**src/rtl/key_pkg.sv**
```systemverilog
// Shared types and helpers for the key event decoder.
package key_pkg;

  // Per-key tracking state.
  typedef enum logic [1:0] {
    ST_IDLE    = 2'd0,
    ST_PRESSED = 2'd1,
    ST_LONG    = 2'd2
  } key_state_e;

  // Clock cycles per 1 ms tick, clamped to at least one cycle.
  function automatic int unsigned tick_div(input int unsigned clk_speed);
    return ((clk_speed / 1000) == 0) ? 1 : (clk_speed / 1000);
  endfunction

endpackage

```
**src/rtl/ms_tick.sv**
```systemverilog
// Free-running 1 ms strobe generator shared by all key channels.
module ms_tick
  import key_pkg::*;
#(
  parameter int unsigned ClkSpeed = 10_000_000
) (
  input  logic clk,
  input  logic rst_n,
  output logic o_tick
);

  localparam int unsigned Div  = tick_div(ClkSpeed);
  localparam int unsigned CntW = (Div > 1) ? $clog2(Div) : 1;

  logic [CntW-1:0] r_cnt;
  logic            r_tick;

  // Divide the clock down and emit a one-cycle strobe at each wrap.
  always_ff @(posedge clk or negedge rst_n) begin
    if (!rst_n) begin
      r_cnt  <= '0;
      r_tick <= 1'b0;
    end else if (r_cnt == CntW'(Div - 1)) begin
      r_cnt  <= '0;
      r_tick <= 1'b1;
    end else begin
      r_cnt  <= r_cnt + CntW'(1);
      r_tick <= 1'b0;
    end
  end

  assign o_tick = r_tick;

endmodule

```
**src/rtl/key_event.sv**
```systemverilog
// Turns debounced key levels into press/release/long/repeat pulses and a held level.
module key_event
  import key_pkg::*;
#(
  parameter int unsigned Size     = 1,
  parameter int unsigned ClkSpeed = 10_000_000,
  parameter int unsigned LongMs   = 1000,
  parameter int unsigned RepeatMs = 200
) (
  input  logic            clk,
  input  logic            rst_n,
  input  logic [Size-1:0] i_key,
  output logic [Size-1:0] o_press,
  output logic [Size-1:0] o_release,
  output logic [Size-1:0] o_long,
  output logic [Size-1:0] o_repeat,
  output logic [Size-1:0] o_held
);

  localparam int unsigned CntW = $clog2(LongMs + 1);
  localparam int unsigned IncW = CntW + 1;

  logic            w_tick;
  logic [Size-1:0] r_iq;
  logic [Size-1:0] w_rise;
  logic [Size-1:0] w_fall;

  ms_tick #(.ClkSpeed(ClkSpeed)) u_ms_tick (
    .clk    (clk),
    .rst_n  (rst_n),
    .o_tick (w_tick)
  );

  // Previous key sample; resets high so a key held through reset is not seen as a press.
  always_ff @(posedge clk or negedge rst_n) begin
    if (!rst_n) r_iq <= '1;
    else        r_iq <= i_key;
  end

  assign w_rise = i_key & ~r_iq;
  assign w_fall = ~i_key & r_iq;

  for (genvar g = 0; g < Size; g++) begin : g_key
    key_state_e      r_state;
    key_state_e      w_state_nxt;
    logic [CntW-1:0] r_cnt;
    logic [CntW-1:0] w_cnt_nxt;
    logic [IncW-1:0] w_inc;
    logic            w_press, w_release, w_long, w_repeat;
    logic            r_press, r_release, r_long, r_repeat, r_held;

    assign w_inc = {1'b0, r_cnt} + IncW'(1);

    // State register.
    always_ff @(posedge clk or negedge rst_n) begin
      if (!rst_n) r_state <= ST_IDLE;
      else        r_state <= w_state_nxt;
    end

    // Next-state logic; a fall always takes priority over a threshold tick.
    always_comb begin
      w_state_nxt = r_state;
      case (r_state)
        ST_IDLE: begin
          if (w_rise[g]) w_state_nxt = ST_PRESSED;
        end
        ST_PRESSED: begin
          if (w_fall[g])                              w_state_nxt = ST_IDLE;
          else if (w_tick && (w_inc == IncW'(LongMs))) w_state_nxt = ST_LONG;
        end
        ST_LONG: begin
          if (w_fall[g]) w_state_nxt = ST_IDLE;
        end
        default: w_state_nxt = ST_IDLE;
      endcase
    end

    // Event and hold-counter logic.
    always_comb begin
      w_press   = 1'b0;
      w_release = 1'b0;
      w_long    = 1'b0;
      w_repeat  = 1'b0;
      w_cnt_nxt = r_cnt;
      case (r_state)
        ST_IDLE: begin
          if (w_rise[g]) begin
            w_press   = 1'b1;
            w_cnt_nxt = '0;
          end
        end
        ST_PRESSED: begin
          if (w_fall[g]) begin
            w_release = 1'b1;
          end else if (w_tick) begin
            if (w_inc == IncW'(LongMs)) begin
              w_long    = 1'b1;
              w_cnt_nxt = '0;
            end else begin
              w_cnt_nxt = w_inc[CntW-1:0];
            end
          end
        end
        ST_LONG: begin
          if (w_fall[g]) begin
            w_release = 1'b1;
          end else if (w_tick && (RepeatMs != 0)) begin
            if (w_inc == IncW'(RepeatMs)) begin
              w_repeat  = 1'b1;
              w_cnt_nxt = '0;
            end else begin
              w_cnt_nxt = w_inc[CntW-1:0];
            end
          end
        end
        default: ;
      endcase
    end

    // Registered outputs and hold counter.
    always_ff @(posedge clk or negedge rst_n) begin
      if (!rst_n) begin
        r_cnt     <= '0;
        r_press   <= 1'b0;
        r_release <= 1'b0;
        r_long    <= 1'b0;
        r_repeat  <= 1'b0;
        r_held    <= 1'b0;
      end else begin
        r_cnt     <= w_cnt_nxt;
        r_press   <= w_press;
        r_release <= w_release;
        r_long    <= w_long;
        r_repeat  <= w_repeat;
        r_held    <= (w_state_nxt != ST_IDLE);
      end
    end

    assign o_press[g]   = r_press;
    assign o_release[g] = r_release;
    assign o_long[g]    = r_long;
    assign o_repeat[g]  = r_repeat;
    assign o_held[g]    = r_held;
  end

endmodule

```
**config.mk**
```make
export PLATFORM = sky130hd
export DESIGN_NAME = key_event
export DESIGN_NICKNAME = d
export VERILOG_FILES = /design/src/rtl/key_pkg.sv /design/src/rtl/ms_tick.sv /design/src/rtl/key_event.sv
export SDC_FILE = /design/constraint.sdc
export NUM_CORES = 1
export LEC_CHECK = 0
export CORE_MARGIN = 4
export CORE_UTILIZATION = 40
export DETAILED_ROUTE_END_ITERATION = 12
export SLEW_MARGIN = 20
export SYNTH_ARGS = -nofsm -noshare
export SYNTH_HDL_FRONTEND = slang
export SYNTH_SLANG_ARGS = --single-unit
```
**constraint.sdc**
```tcl
create_clock -name clk -period 1.9 [get_ports clk]
set_input_delay 0.19 -clock clk [delete_from_list [all_inputs] [get_ports clk]]
set_output_delay 0.19 -clock clk [all_outputs]
set_load 0.01 [all_outputs]
```
==> metrics.md <==
| Metric | Value |
|---|---|
| Initial antenna violation count | 0 |
| FFs w/ async S/R, synth | 100% |
| Post-Route WL | 4340 µm |
| Clk buf depth | 2 |
| Die ar. | 5560 µm² |
| Cell Area, Synth | 1770 µm² |
| Ports | 8 |
| Reg area | 832 µm² |
| Final #Nets | 250 |
| Post-route clock period utilization | 120% |
| VDD IR max | 0.394 mV |
| Tot GR Track Use | 16.9% |
| Yosys reg bits | 33 |
| ANT nets after route | 0 |
| Syn Area/Cell | 9.53 µm² |
| Failing checks | negative setup slack |
| Fraction of layout cells with a size suffix above 1 | 35.5% |
| Critical path origin | g_key[0].r_cnt[2] |
| Port buffer count | 7 |
| Antenna Cells | 0 |
| CTS Buf Count | 5 |
| H-tree levels | 2 |
| Status | finished, violations left |
| Clk_lat worst skew | 280 ps |
| Detailed router's first-iteration violation count | 116 |
| Min Tclk post-route | 2270 ps |
| Via count | 1601 |
| Post-Syn Nets | 195 |
| Final Hold Viols | 0 |
| Pwr dens | 937 nW/µm² |
| Dpl cell area | 2160 µm² |
| Crit-path max FO | 7 |
| CTS tree | built |
| Register area share after synthesis | 46.7% |
| Row cnt | 23 |
| Worst setup EP type | flip-flop |
| Root Buffer Master | clkbuf_8 |
| Hold Crit Class | input port to asynchronous set/reset pin |
| Die Ht | 74.6 µm |
| Post-synthesis cell type count | 44 |
| Worst path required time | 2070 ps |
| Largest net degree at the start of global routing | 34 |
| Final setup margin | -374 ps |
| Area of the multi-input gates | 1070 µm² |
| DRC Markers | 0 |
| Yosys warns | 0 |
| Critical path class | flip-flop to flip-flop |
| Final Wtd Congestion | 0.843 |
| Leak | 0.00116 µW |
| WP data arrival | 2440 ps |
| Grt ovf | 0 |
| Clock skew | 12.2 ps |
| Detail-routed via count per cell | 5.48 |
| Worst r2r src | g_key[0].r_cnt[2] |
| RSZ-0062 raised after global routing | true |
| Ys flop type | dfrtp_1 |
| Clk sinks | 33 |
| Max_slew headroom | 55.3% |
| Vias in the first global route | 1639 |
| Post-layout instance area | 2510 µm² |
| CP Launch Type | flip-flop |
| Fillers | 342 |
| Detailed Routing Iterations Pass 1 | 4 |
| Worst-Margin Slew | 663 ps |
| Final-report setup violation count | 13 |
| Setup TNS | -3130 ps |
| First-pass GRT wire length | 7330 µm |
| Number of enable flip-flop cells after synthesis | 0 |
| Post-Syn Instances | 186 |
| Core area | 4140 µm² |
| Layout area overhead | 41.8% |
| Die span in x | 74.6 µm |
| Reg clk slew, reported paths | 80 ps |
| Max frequency | 0.440 GHz |
| Drt wl/cell | 14.8 µm |
| Fin. max-slew vios | 0 |
| DP HPWL | 2820 µm |
| Starting Density | 42.8% |
| Max-cap violation count | 0 |
synth_stat cells (5+ instances only):
cell type   n  share of area [%]
dfrtp_1    32                 45
ha_1        6                4.2
inv_1       7                1.5
nand2_1    24                5.1
nand3_1    12                3.4
nand4_1     6                2.1
nor2_1     20                4.2
nor3_1      5                1.4
o21ai_1     5                1.4
xnor2_1     5                2.5
xor2_1      8                4.0
cells by family (layout without fill, tap and decap cells):
family	count (synthesis)	after routing	share of synthesized area, %
multiplexers	1	1	0.636
adder cells (fa/ha/maj)	6	6	4.24
XOR/XNOR	13	13	6.43
buffers and inverters	10	66	2.12
AND/OR/NAND/NOR	93	93	27.2
flip-flops	33	33	46.7
AO/OA/AOI/OAI	30	30	12.7
per-stage QoR:
stage	setup WS [ps]	std cells	total power, µW	util, %	hold WS (ps)
final	-374	292	2350	60.6	295
after global routing	-481	292	2490	60.6	342
after CTS	-280	285	2240	57.3	317
after detailed placement	-322	272	1470	52.1	470
after global placement	-295	272	1450	52.1	462
after floorplan	-160	186	1150	-	-106
timing repair:
action / CTS / global route
pin swaps: 16 / 12
setup buffers: 5 / 7
resized for setup: 12 / 19
hold buffers: 0 / 0
endpoints found under the setup margin: 13 / 15
cells in the final DEF, fill, tap and decap left out, types with 2 or more instances in the layout:
cell              n
buf_4            43
dfrtp_1          28
nand2_1          22
nor2_1           18
nand3_1           8
xor2_1            8
inv_1             7
clkdlybuf4s50_1   7
nand4_1           6
clkbuf_8          6
o21ai_1           5
xnor2_1           5
ha_1              5
nand3_2           4
nor2b_1           4
nor3_1            4
dfrtp_2           4
o211ai_1          3
and3_1            3
and2_1            3
or3_1             3
nor3b_1           2
or3_4             2
nor3_4            2
a21oi_2           2
a31oi_1           2
a21oi_1           2
o21ai_0           2
critical path, cell delays in order, from the launching register on:
cell      delay [ps]
dfrtp_1          420
buf_4            170
nand2_4           50
or3_4            350
a211o_1          350
nor4_4           330
a311oi_4         130
buf_4            190
a21oi_2          100
o22ai_1           70
final cells by class:
class / instances / share of cell area (%)
Sequential cell: 33 / 33.1
Inverter: 7 / 1.05
Multi-Input combinational cell: 143 / 42.6
Clock inverter: 1 / 1.20
Tap cell: 50 / 2.49
Clock buffer: 7 / 3.44
Timing Repair Buffer: 51 / 16.1
per-layer routing:
metal	share of wire [%]	track usage, %	up-vias
met5	0	0	-
met3	3.0	3.92	6
met2	54	29.5	28
li1	-	-	768
met4	1.0	5.14	0
met1	42	20.8	799
registers in the layout, summed over array words and instances (netlist names):
signal / cells
o_press: 1
o_repeat: 1
u_ms_tick.r_cnt: 14
o_held: 1
g_key.r_cnt: 10
u_ms_tick.o_tick: 1
o_long: 1
o_release: 1
r_iq: 1
g_key.r_state: 2
report_power, final:
group          total, µW  switching, µW  internal [µW]
Combinational        832            415            416
Sequential           838           62.1            776
Clock                683            255            428
Total               2350            733           1620
path summary, 6_finish.rpt:
check                                     endpoint  slack, ps  cells after the start
worst min register to register  u_ms_tick.r_cnt[0]        470                      1
min in group clk                              r_iq        400                      1
max in group asynchronous        g_key[0].r_cnt[1]       1250                      2
worst max register to register   g_key[0].r_cnt[6]       -370                      9
worst min-delay path             g_key[0].r_cnt[6]        290                      2
worst max-delay path             g_key[0].r_cnt[6]       -370                      9
(Power assumes the default switching activity.)
